`config.mk`:
```
export PLATFORM = sky130hd
export DESIGN_NAME = fifo_wr_burst_gen
export DESIGN_NICKNAME = d
export VERILOG_FILES = /design/src/rtl/fifo_pkg.sv /design/src/rtl/fifo_pattern_gen.sv /design/src/rtl/fifo_wr_burst_gen.sv
export SDC_FILE = /design/constraint.sdc
export NUM_CORES = 1
export LEC_CHECK = 0
export ABC_CLOCK_PERIOD_IN_PS = 2900
export BUFFER_PORTS_ARGS = -buffer_cell sky130_fd_sc_hd__buf_2
export CAP_MARGIN = 20
export CORE_UTILIZATION = 49
export CTS_BUF_LIST = sky130_fd_sc_hd__clkbuf_8
export CTS_CLUSTER_DIAMETER = 40
export CTS_CLUSTER_SIZE = 14
export DETAILED_ROUTE_END_ITERATION = 6
export PLACE_DENSITY_LB_ADDON = 0.08
export SETUP_SLACK_MARGIN = 0.15
export SYNTH_ARGS = -nofsm -noshare
export SYNTH_HDL_FRONTEND = slang
export SYNTH_HIERARCHICAL = 1
export SYNTH_SLANG_ARGS = --single-unit
```
`constraint.sdc`:
```
create_clock -name clk_wr -period 2.9 [get_ports clk_wr]
set_clock_uncertainty 0.05 [all_clocks]
set_input_delay 0.29 -clock clk_wr [delete_from_list [all_inputs] [get_ports clk_wr]]
set_output_delay 0.29 -clock clk_wr [all_outputs]
set_load 0.01 [all_outputs]
```
`src/rtl/fifo_pkg.sv`:
```
// fifo_pkg: shared driver state/pattern enums and Galois LFSR tap masks
package fifo_pkg;
  typedef enum logic [2:0] {IDLE, FRST, BURST, GAP, DONE} drv_state_e;
  typedef enum logic [1:0] {INCR, LFSR, WALK, CONST} pattern_e;
  function automatic logic [31:0] lfsr_taps(input int width);
    return width == 8 ? 32'h0000_00B8 : width == 16 ? 32'h0000_B400 :
           width == 32 ? 32'h8020_0003 : 32'h0;
  endfunction
endpackage

```
`src/rtl/fifo_pattern_gen.sv`:
```
// fifo_pattern_gen: data_in register advancing as incr, Galois LFSR, walking-one or constant
module fifo_pattern_gen
  import fifo_pkg::*;
#(
  parameter int DATA_WIDTH = 8
) (
  input  logic                  clk_wr,
  input  logic                  rst,
  input  logic                  load_i,
  input  logic                  advance_i,
  input  logic [1:0]            mode_i,
  input  logic [DATA_WIDTH-1:0] seed_i,
  output logic [DATA_WIDTH-1:0] data_o
);
  localparam logic [DATA_WIDTH-1:0] TAPS = DATA_WIDTH'(lfsr_taps(DATA_WIDTH));
  pattern_e mode_q, mode_d;
  logic [DATA_WIDTH-1:0] data_q, data_d, load_val, next_val;
  always_comb begin
    load_val = pattern_e'(mode_i) == WALK || (pattern_e'(mode_i) == LFSR && seed_i == '0)
             ? DATA_WIDTH'(1) : seed_i;
    next_val = mode_q == INCR ? data_q + 1'b1
             : mode_q == LFSR ? (data_q >> 1) ^ (data_q[0] ? TAPS : '0)
             : mode_q == WALK ? {data_q[DATA_WIDTH-2:0], data_q[DATA_WIDTH-1]}
             : data_q;
    mode_d   = load_i ? pattern_e'(mode_i) : mode_q;
    data_d   = load_i ? load_val : advance_i ? next_val : data_q;
  end
  always_ff @(posedge clk_wr) begin
    if (rst) begin
      mode_q <= INCR;
      data_q <= '0;
    end else begin
      mode_q <= mode_d;
      data_q <= data_d;
    end
  end
  assign data_o = data_q;
endmodule

```
`src/rtl/fifo_wr_burst_gen.sv`:
```
// fifo_wr_burst_gen: FIFO write-port traffic generator (optional reset pulse, N bursts of M words)
// Optional FIFO_HALF_THROTTLE_EN: halves the write rate while half is asserted.
module fifo_wr_burst_gen
  import fifo_pkg::*;
#(
  parameter int DATA_WIDTH = 8,
  parameter int LEN_W      = 8,
  parameter int RST_CYCLES = 2
) (
  input  logic                  clk_wr,
  input  logic                  rst,
  input  logic                  start,
  input  logic                  init_fifo,
  input  logic [1:0]            mode,
  input  logic [DATA_WIDTH-1:0] seed,
  input  logic [LEN_W-1:0]      burst_len,
  input  logic [LEN_W-1:0]      gap_len,
  input  logic [LEN_W-1:0]      num_bursts,
  input  logic                  abort,
  input  logic                  full,
  input  logic                  half,
  output logic                  fifo_rst_n,
  output logic                  wr_en,
  output logic [DATA_WIDTH-1:0] data_in,
  output logic                  busy,
  output logic                  done,
  output logic [15:0]           words_sent
);
  localparam int RW = $clog2(RST_CYCLES + 1);
  localparam int CW = LEN_W > RW ? LEN_W : RW;
  drv_state_e state_q, state_d;
  logic [CW-1:0] cnt_q, cnt_d;
  logic [LEN_W-1:0] word_q, word_d, bcnt_q, bcnt_d, blen_q, blen_d, gap_q, gap_d, nb_q, nb_d;
  logic [15:0] words_q, words_d;
  logic thr_q, thr_d, thr_ok, last_word, last_burst, load;
`ifndef FIFO_HALF_THROTTLE_EN
  logic unused_half;
  assign unused_half = half;
`endif
  always_comb begin
    state_d    = state_q;
    cnt_d      = cnt_q;
    word_d     = word_q;
    bcnt_d     = bcnt_q;
    blen_d     = blen_q;
    gap_d      = gap_q;
    nb_d       = nb_q;
    words_d    = words_q;
`ifdef FIFO_HALF_THROTTLE_EN
    thr_ok     = half ? thr_q : 1'b1;
`else
    thr_ok     = thr_q;
`endif
    wr_en      = state_q == BURST && !full && thr_ok && !abort;
    last_word  = word_q == blen_q - 1'b1;
    last_burst = bcnt_q == nb_q - 1'b1;
    load       = state_q == IDLE && start && !abort;
    case (state_q)
      IDLE: if (load) begin
        state_d = init_fifo ? FRST : BURST;
        cnt_d   = '0;
        word_d  = '0;
        bcnt_d  = '0;
        blen_d  = burst_len == '0 ? LEN_W'(1) : burst_len;
        gap_d   = gap_len;
        nb_d    = num_bursts == '0 ? LEN_W'(1) : num_bursts;
        words_d = '0;
      end
      FRST: begin
        cnt_d   = cnt_q + 1'b1;
        state_d = cnt_q == CW'(RST_CYCLES - 1) ? BURST : FRST;
      end
      BURST: if (wr_en) begin
        words_d = &words_q ? words_q : words_q + 1'b1;
        word_d  = last_word ? '0 : word_q + 1'b1;
        if (last_word) begin
          bcnt_d  = bcnt_q + 1'b1;
          cnt_d   = '0;
          state_d = last_burst ? DONE : gap_q == '0 ? BURST : GAP;
        end
      end
      GAP: begin
        cnt_d   = cnt_q + 1'b1;
        state_d = cnt_q == CW'(gap_q) - 1'b1 ? BURST : GAP;
      end
      default: state_d = IDLE;
    endcase
    if (abort) state_d = IDLE;
    // toggle phase restarts at 1 whenever a burst begins
`ifdef FIFO_HALF_THROTTLE_EN
    thr_d = state_q != BURST || (wr_en && last_word) ? 1'b1 : half ? ~thr_q : 1'b1;
`else
    thr_d = 1'b1;
`endif
  end
  always_ff @(posedge clk_wr) begin
    if (rst) begin
      state_q <= IDLE;
      cnt_q   <= '0;
      word_q  <= '0;
      bcnt_q  <= '0;
      blen_q  <= LEN_W'(1);
      gap_q   <= '0;
      nb_q    <= LEN_W'(1);
      words_q <= '0;
      thr_q   <= 1'b1;
    end else begin
      state_q <= state_d;
      cnt_q   <= cnt_d;
      word_q  <= word_d;
      bcnt_q  <= bcnt_d;
      blen_q  <= blen_d;
      gap_q   <= gap_d;
      nb_q    <= nb_d;
      words_q <= words_d;
      thr_q   <= thr_d;
    end
  end
  fifo_pattern_gen #(.DATA_WIDTH(DATA_WIDTH)) u_pat (
    .clk_wr   (clk_wr),
    .rst      (rst),
    .load_i   (load),
    .advance_i(wr_en),
    .mode_i   (mode),
    .seed_i   (seed),
    .data_o   (data_in)
  );
  assign busy       = state_q != IDLE;
  assign done       = state_q == DONE;
  assign fifo_rst_n = !(state_q == FRST && !abort);
  assign words_sent = words_q;
endmodule
```
==> reports/results.txt, run 1 <==
status: complete, but fails checks
failing checks: design-rule violations
clk_lat worst skew: 0.35 ns
I/O pin count: 69
Yosys top cell area share: 34.15%
dominant cells by area after synthesis: dfxtp_1 34%, nand2_1 7.4%, xnor2_1 6.0%
core area: 8806 um2
Syn Area/Cell: 7.810 um2
DR WL/cell: 14.13 um
Final min period: 2.579 ns
post-synthesis cell count: 578
final wirelength: 10570 um
Post-CTS Setup Bufs: 0
cts bufs inserted: 9
HP Start: gap_len[6]
CP Buf/Inv Count: 1
worst-margin pin slew: 0.6018 ns
CTS Buffer Depth: 2
post-CTS sizing: 0
number of max-cap violations: 0
R2R Path End: bcnt_q[3]
yosys warns: 6
Worst EP required: 3.07 ns
first-pass GRT wire length: 17930 um
RSZ-0062 raised after global routing: true
Area after DPL: 4938 um2
worst-path fanout max: 6
clock root cell: clkbuf_8
startpoint types: flop
max incr delay on CP: 0.55 ns
Final Cycle Share: 88.93%
Die Y-Extent: 97.99 um
reg-to-reg startpoint: blen_q[0]
Main synth FF type: dfxtp_1
Worst Hold Class: primary input to flop
clock slew at reported path FFs: 0.08 ns
Min-Delay Endpoint: gap_q[6]
diode count: 0
Layout area overhead: 12.97%
pre-CTS setup slack: 0.3634 ns
R2R setup slack: 0.32 ns
Final setup viols: 0
GP Congestion: 0.8353
antenna violations before repair: 0
Worst Setup End Kind: flop
cell with the most instances after synthesis: nand2_1
flops & latches, synth: 77
num rows: 34
Hold Vio Cnt, Final: 0
# DRC: 2
DRT Pass-1 Iters: 6
synthesized cell area: 4514 um2
fraction of layout cells with a size suffix above 1: 17.34%
Slew HR: 59.64%
crit path max-delay cell type: a2111oi_1
CTS tree: yes
port bufs: 67
area leader, netlist: dfxtp_1
setup TNS: 0 ns
async set-reset flop share out of synthesis: 0%
# H-tree levels: 3
worst hold slack: 0.1259 ns
clock sink count: 77
critical path type: flop to flop
reg2reg path depth: 9
power consumption: 2.156 mW
largest net degree at the start of global routing: 38
dpl hpwl: 7585 um
GRT Total Usage: 22.70%
fin. max-slew vios: 0
Post-synth EDFFs: 0
Leak: 1.961 nW
ANT nets after route: 0
Critical Path AT: 2.75 ns
Pwr per Cell Area: 422.7 nW/um2
cell area after layout: 5100 um2
synth unique cells: 67
Max Clk Rate: 387.8 MHz
Starting Density: 51.26%
Via density: 5.699
CP top delay family: compound AO/OA/AOI/OAI gates
Seq/Total Area, Yosys: 34.15%
fillers: 853
post-route worst setup slack: 0.3211 ns
Initial DRC Count: 136
nets: 687
CTS Hold Bufs: 0
synth cell count leaders: 89 x nand2_1, 77 x dfxtp_1, 54 x nor2_1, 47 x a21oi_1, 31 x xnor2_1
critical path's most frequent cell: xnor2_1
Worst VDD drop: 185.7 uV
hold path depth: 3
CP cell instances: inv_1 > ha_1 > or3b_1 > nor3_1 > xnor2_1 > o2111ai_1 > a2111oi_1 > xnor2_1 > nor2_1
number of global-route vias before repair: 3953
via count: 4263
die area: 9601 um2
syn nets: 628
Congestion Overflow GR: 0
die width: 97.99 um
-- metal layers --
| layer | global-route usage [%] | up-vias | routed length, um |
|---|---|---|---|
| li1 | - | 2153 | - |
| met1 | 29.21 | 2014 | 4941 |
| met2 | 38.79 | 87 | 5177 |
| met3 | 3.078 | 9 | 351 |
| met4 | 8.159 | 0 | 99 |
| met5 | 0 | - | 0 |
-- worst max path at each step --
stage / from / cells past startpoint / slack (ns) / endpoint
global route: blen_q[0] / 9 / 0.04 / bcnt_q[3]
floorplan: state_q[1] / 12 / 0.24 / u_pat/data_o[4]
global placement: blen_q[0] / 9 / 0.43 / bcnt_q[3]
finish: blen_q[0] / 9 / 0.32 / bcnt_q[3]
CTS: blen_q[0] / 9 / 0.32 / bcnt_q[3]
detailed placement: blen_q[0] / 9 / 0.36 / bcnt_q[3]
-- cells in the final DEF (no fill, tap or decap), types with 5 or more instances in the layout --
cell	instances
dfxtp_1	77
a21oi_1	47
nor2_1	54
or3_1	13
xor2_1	25
nand2b_1	9
mux2i_1	8
buf_2	67
nand2_1	89
inv_1	21
nor2b_1	5
clkbuf_8	9
o21ai_0	16
nand3_1	21
nand4_1	7
nor4_1	5
nor3_1	18
xnor2_1	31
ha_1	9
buf_4	11
-- registers in the layout, summed over array words and instances (netlist names) --
| signal | cells |
|---|---|
| u_pat/mode_q | 2 |
| bcnt_q | 8 |
| cnt_q | 8 |
| u_pat/data_o | 8 |
| nb_q | 8 |
| state_q | 3 |
| word_q | 8 |
| blen_q | 8 |
| gap_q | 8 |
| words_sent | 16 |
-- through the flow --
step / util, % / std cells
5_1_grt: 57.91 / 748
6_report: 57.91 / 748
3_5_place_dp: 56.08 / 734
4_1_cts: 57.83 / 748
2_1_floorplan: - / 578
3_3_place_gp: 56.08 / 734
-- cell families (layout without fill, tap and decap cells) --
group                      Yosys count  count (layout)  synth area share [%]
AOI/OAI and AO/OA                  122             122                 18.49
buffers and inverters               51             113                 4.601
DFF                                 77              77                 34.15
muxes                                9               9                 2.023
and+or+nand+nor                    254             254                 27.38
adders and majority gates            9               9                 2.495
xor gates and xnor gates            56              56                 10.86
-- final cells by class --
class / count / area, um2 / share of cell area (%)
sequential: 77 / 1541 / 30.23
clock buffer: 9 / 123.9 / 2.429
clock inverter: 5 / 30.03 / 0.5888
multi-input combinational: 450 / 2773 / 54.37
tap: 108 / 135.1 / 2.650
timing repair buffer: 78 / 417.9 / 8.194
inverter: 21 / 78.83 / 1.546
-- power by group --
part	total, mW	leakage (nW)	switching [mW]	internal [mW]
Clock	0.685	0.0767	0.388	0.296
Sequential	1.14	0.625	0.0519	1.09
Combinational	0.332	1.26	0.184	0.147
Total	2.16	1.96	0.625	1.53
-- tightest hold or removal path: stages --
cell and delay [ns]:
buf_2 0.09, nand2_1 0.04, a21oi_1 0.05
(Power assumes the default switching activity.)
==> inputs of run 2 (changes only) <==
--- a/config.mk
+++ b/config.mk
@@ -8,7 +8,7 @@
 export ABC_CLOCK_PERIOD_IN_PS = 2900
 export BUFFER_PORTS_ARGS = -buffer_cell sky130_fd_sc_hd__buf_2
 export CAP_MARGIN = 20
-export CORE_UTILIZATION = 49
+export CORE_UTILIZATION = 37
 export CTS_BUF_LIST = sky130_fd_sc_hd__clkbuf_8
 export CTS_CLUSTER_DIAMETER = 40
 export CTS_CLUSTER_SIZE = 14
==> constraint.sdc (replaced) <==
create_clock -name clk_wr -period 2.9 [get_ports clk_wr]
set_clock_uncertainty 0.05 [all_clocks]
set_input_delay 0.29 -clock clk_wr [delete_from_list [all_inputs] [get_ports clk_wr]]
set_output_delay 0.29 -clock clk_wr [all_outputs]
set_load 0.02 [all_outputs]
==> run 2 against run 1 <==
Effect of this change: the run now ends clean; setup slack improved by 0.063 ns; design area increased by 3.1%; final cell count increased by 5.2%; worst hold slack got worse by 0.046 ns; fmax increased by 2.5%; die area increased by 32%; global-route usage decreased by 3.1 points; core utilization decreased by 13 points; wire length increased by 9.0%; total power increased by 13%; largest cell class unchanged.
==> reports/results.txt, run 2 (synthesis gave the netlist of run 1 again) <==
status: complete, no violations
post-CTS sizing: 0
Starting Density: 38.71%
Congestion Overflow GR: 0
via count: 4199
Worst EP required: 3.16 ns
RSZ-0062 raised after global routing: true
DRT Pass-1 Iters: 5
antenna violations before repair: 0
CTS Buffer Depth: 2
CP Buf/Inv Count: 2
most frequent cells in the layout: 89 x nand2_1, 77 x dfxtp_1, 67 x buf_2
dpl hpwl: 8392 um
NetSw: 675.7 uW
Worst Setup End Kind: flop
die area: 12650 um2
# DRC: 0
DR WL/cell: 14.64 um
Final setup viols: 0
nets: 689
startpoint types: flop
Min-Delay Endpoint: gap_q[3]
GP Congestion: 0.8369
fraction of layout cells with a size suffix above 1: 18.17%
switching share of power: 27.63%
max FFs per register: 16
number of max-cap violations: 0
Final min period: 2.516 ns
hold path depth: 3
reg2reg path depth: 10
Via density: 5.335
clock slew at reported path FFs: 0.09 ns
Pwr per Cell Area: 465.3 nW/um2
diode count: 0
R2R setup slack: 0.38 ns
pre-CTS setup slack: 0.2495 ns
setup TNS: 0 ns
Die Y-Extent: 112.5 um
post-route worst setup slack: 0.3842 ns
worst hold slack: 0.07954 ns
CP cell instances: inv_1 > ha_1 > xor2_1 > o211ai_1 > a211oi_2 > a31oi_4 > buf_4 > o41ai_1 > nand2_1 > a21oi_1
CTS Hold Bufs: 0
HP Start: gap_len[3]
P_int: 1.770 mW
fin. max-slew vios: 0
Hold Vio Cnt, Final: 0
ANT nets after route: 0
clock sink count: 77
critical path type: flop to flop
Max Clk Rate: 397.5 MHz
clk_lat worst skew: 0.38 ns
Slew HR: 59.45%
Logic pwr share: 14.2%
Initial DRC Count: 239
Post-CTS Setup Bufs: 0
clock root cell: clkbuf_8
Layout area overhead: 16.44%
port bufs: 67
R2R Path End: cnt_q[4]
crit path max-delay cell type: dfxtp_1
number of global-route vias before repair: 4086
GRT Total Usage: 19.62%
Clk pwr share: 39.2%
I/O pin count: 69
final wirelength: 11520 um
CTS tree: yes
worst-margin pin slew: 0.6074 ns
max incr delay on CP: 0.44 ns
cts bufs inserted: 9
CP top delay family: compound AO/OA/AOI/OAI gates
power consumption: 2.446 mW
# H-tree levels: 3
Worst VDD drop: 353.4 uV
reg-to-reg startpoint: blen_q[0]
final core occ: 45.07%
Reg power frac: 46.6%
num rows: 39
die width: 112.5 um
Leak: 2.011 nW
core area: 11660 um2
first-pass GRT wire length: 19670 um
Critical Path AT: 2.77 ns
Worst Hold Class: primary input to flop
worst-path fanout max: 8
largest net degree at the start of global routing: 29
commonest non-fill, non-tap cell in the layout: nand2_1
Final Cycle Share: 86.75%
## run 2: changes by cell type in the layout (fill, tap and decap cells not counted), sizes merged
| cell | previous run | this run |
|---|---|---|
| bufinv | 0 | 2 |
| buf | 78 | 80 |
| clkbuf | 9 | 11 |
| clkinvlp | 2 | 1 |
| clkinv | 3 | 1 |
| inv | 21 | 22 |
## run 2: metrics by stage
| step | instances | cell area [um2] |
|---|---|---|
| floorplan | 578 | 4514 |
| global placement | 771 | 4997 |
| detailed placement | 771 | 4997 |
| CTS | 787 | 5230 |
| global route | 787 | 5256 |
| finish | 787 | 5256 |
## run 2: layout make-up
cell class	instances	area [um2]
Fill cell	1206	6406
Multi-Input combinational cell	450	2791
Sequential cell	77	1541
Timing Repair Buffer	80	432.9
Tap cell	143	178.9
Clock buffer	11	151.4
Clock inverter	5	81.33
Inverter	21	78.83
## run 2: power by group through the flow
stage                     logic (mW)  clock network [mW]  registers (mW)
after floorplan                0.243                   0            1.15
after global placement         0.337                   0            1.16
after detailed placement       0.341                   0            1.17
after CTS                      0.343               0.981            1.14
after global routing           0.392                1.02            1.15
final                          0.347               0.958            1.14
## run 2: per-layer routing
layer	GRT usage, %	vias up	share of wire, %
met5	0	-	0
met2	30.89	98	45
li1	-	2156	-
met3	5.238	10	5.2
met1	26.08	1935	49
met4	6.400	0	1.2
## run 2: worst reg2reg max path: cells and delay by family, from the launching register on
kind / cells / cell delay [ns]
and+or+nand+nor: 1 / 0.09
xor gates and xnor gates: 1 / 0.15
buffers and inverters: 2 / 0.27
DFF: 1 / 0.44
adders and majority gates: 1 / 0.30
AOI/OAI and AO/OA: 5 / 1.13
## run 2: how the worst max path moves through the flow
stage | cells past startpoint | end | slack [ns] | startpoint
after detailed placement | 10 | cnt_q[4] | 0.25 | blen_q[0]
after global routing | 10 | cnt_q[4] | 0.13 | blen_q[0]
after floorplan | 12 | u_pat/data_o[4] | 0.16 | state_q[1]
after CTS | 10 | cnt_q[4] | 0.23 | blen_q[0]
after global placement | 9 | bcnt_q[1] | 0.34 | blen_q[0]
final | 10 | cnt_q[4] | 0.38 | blen_q[0]
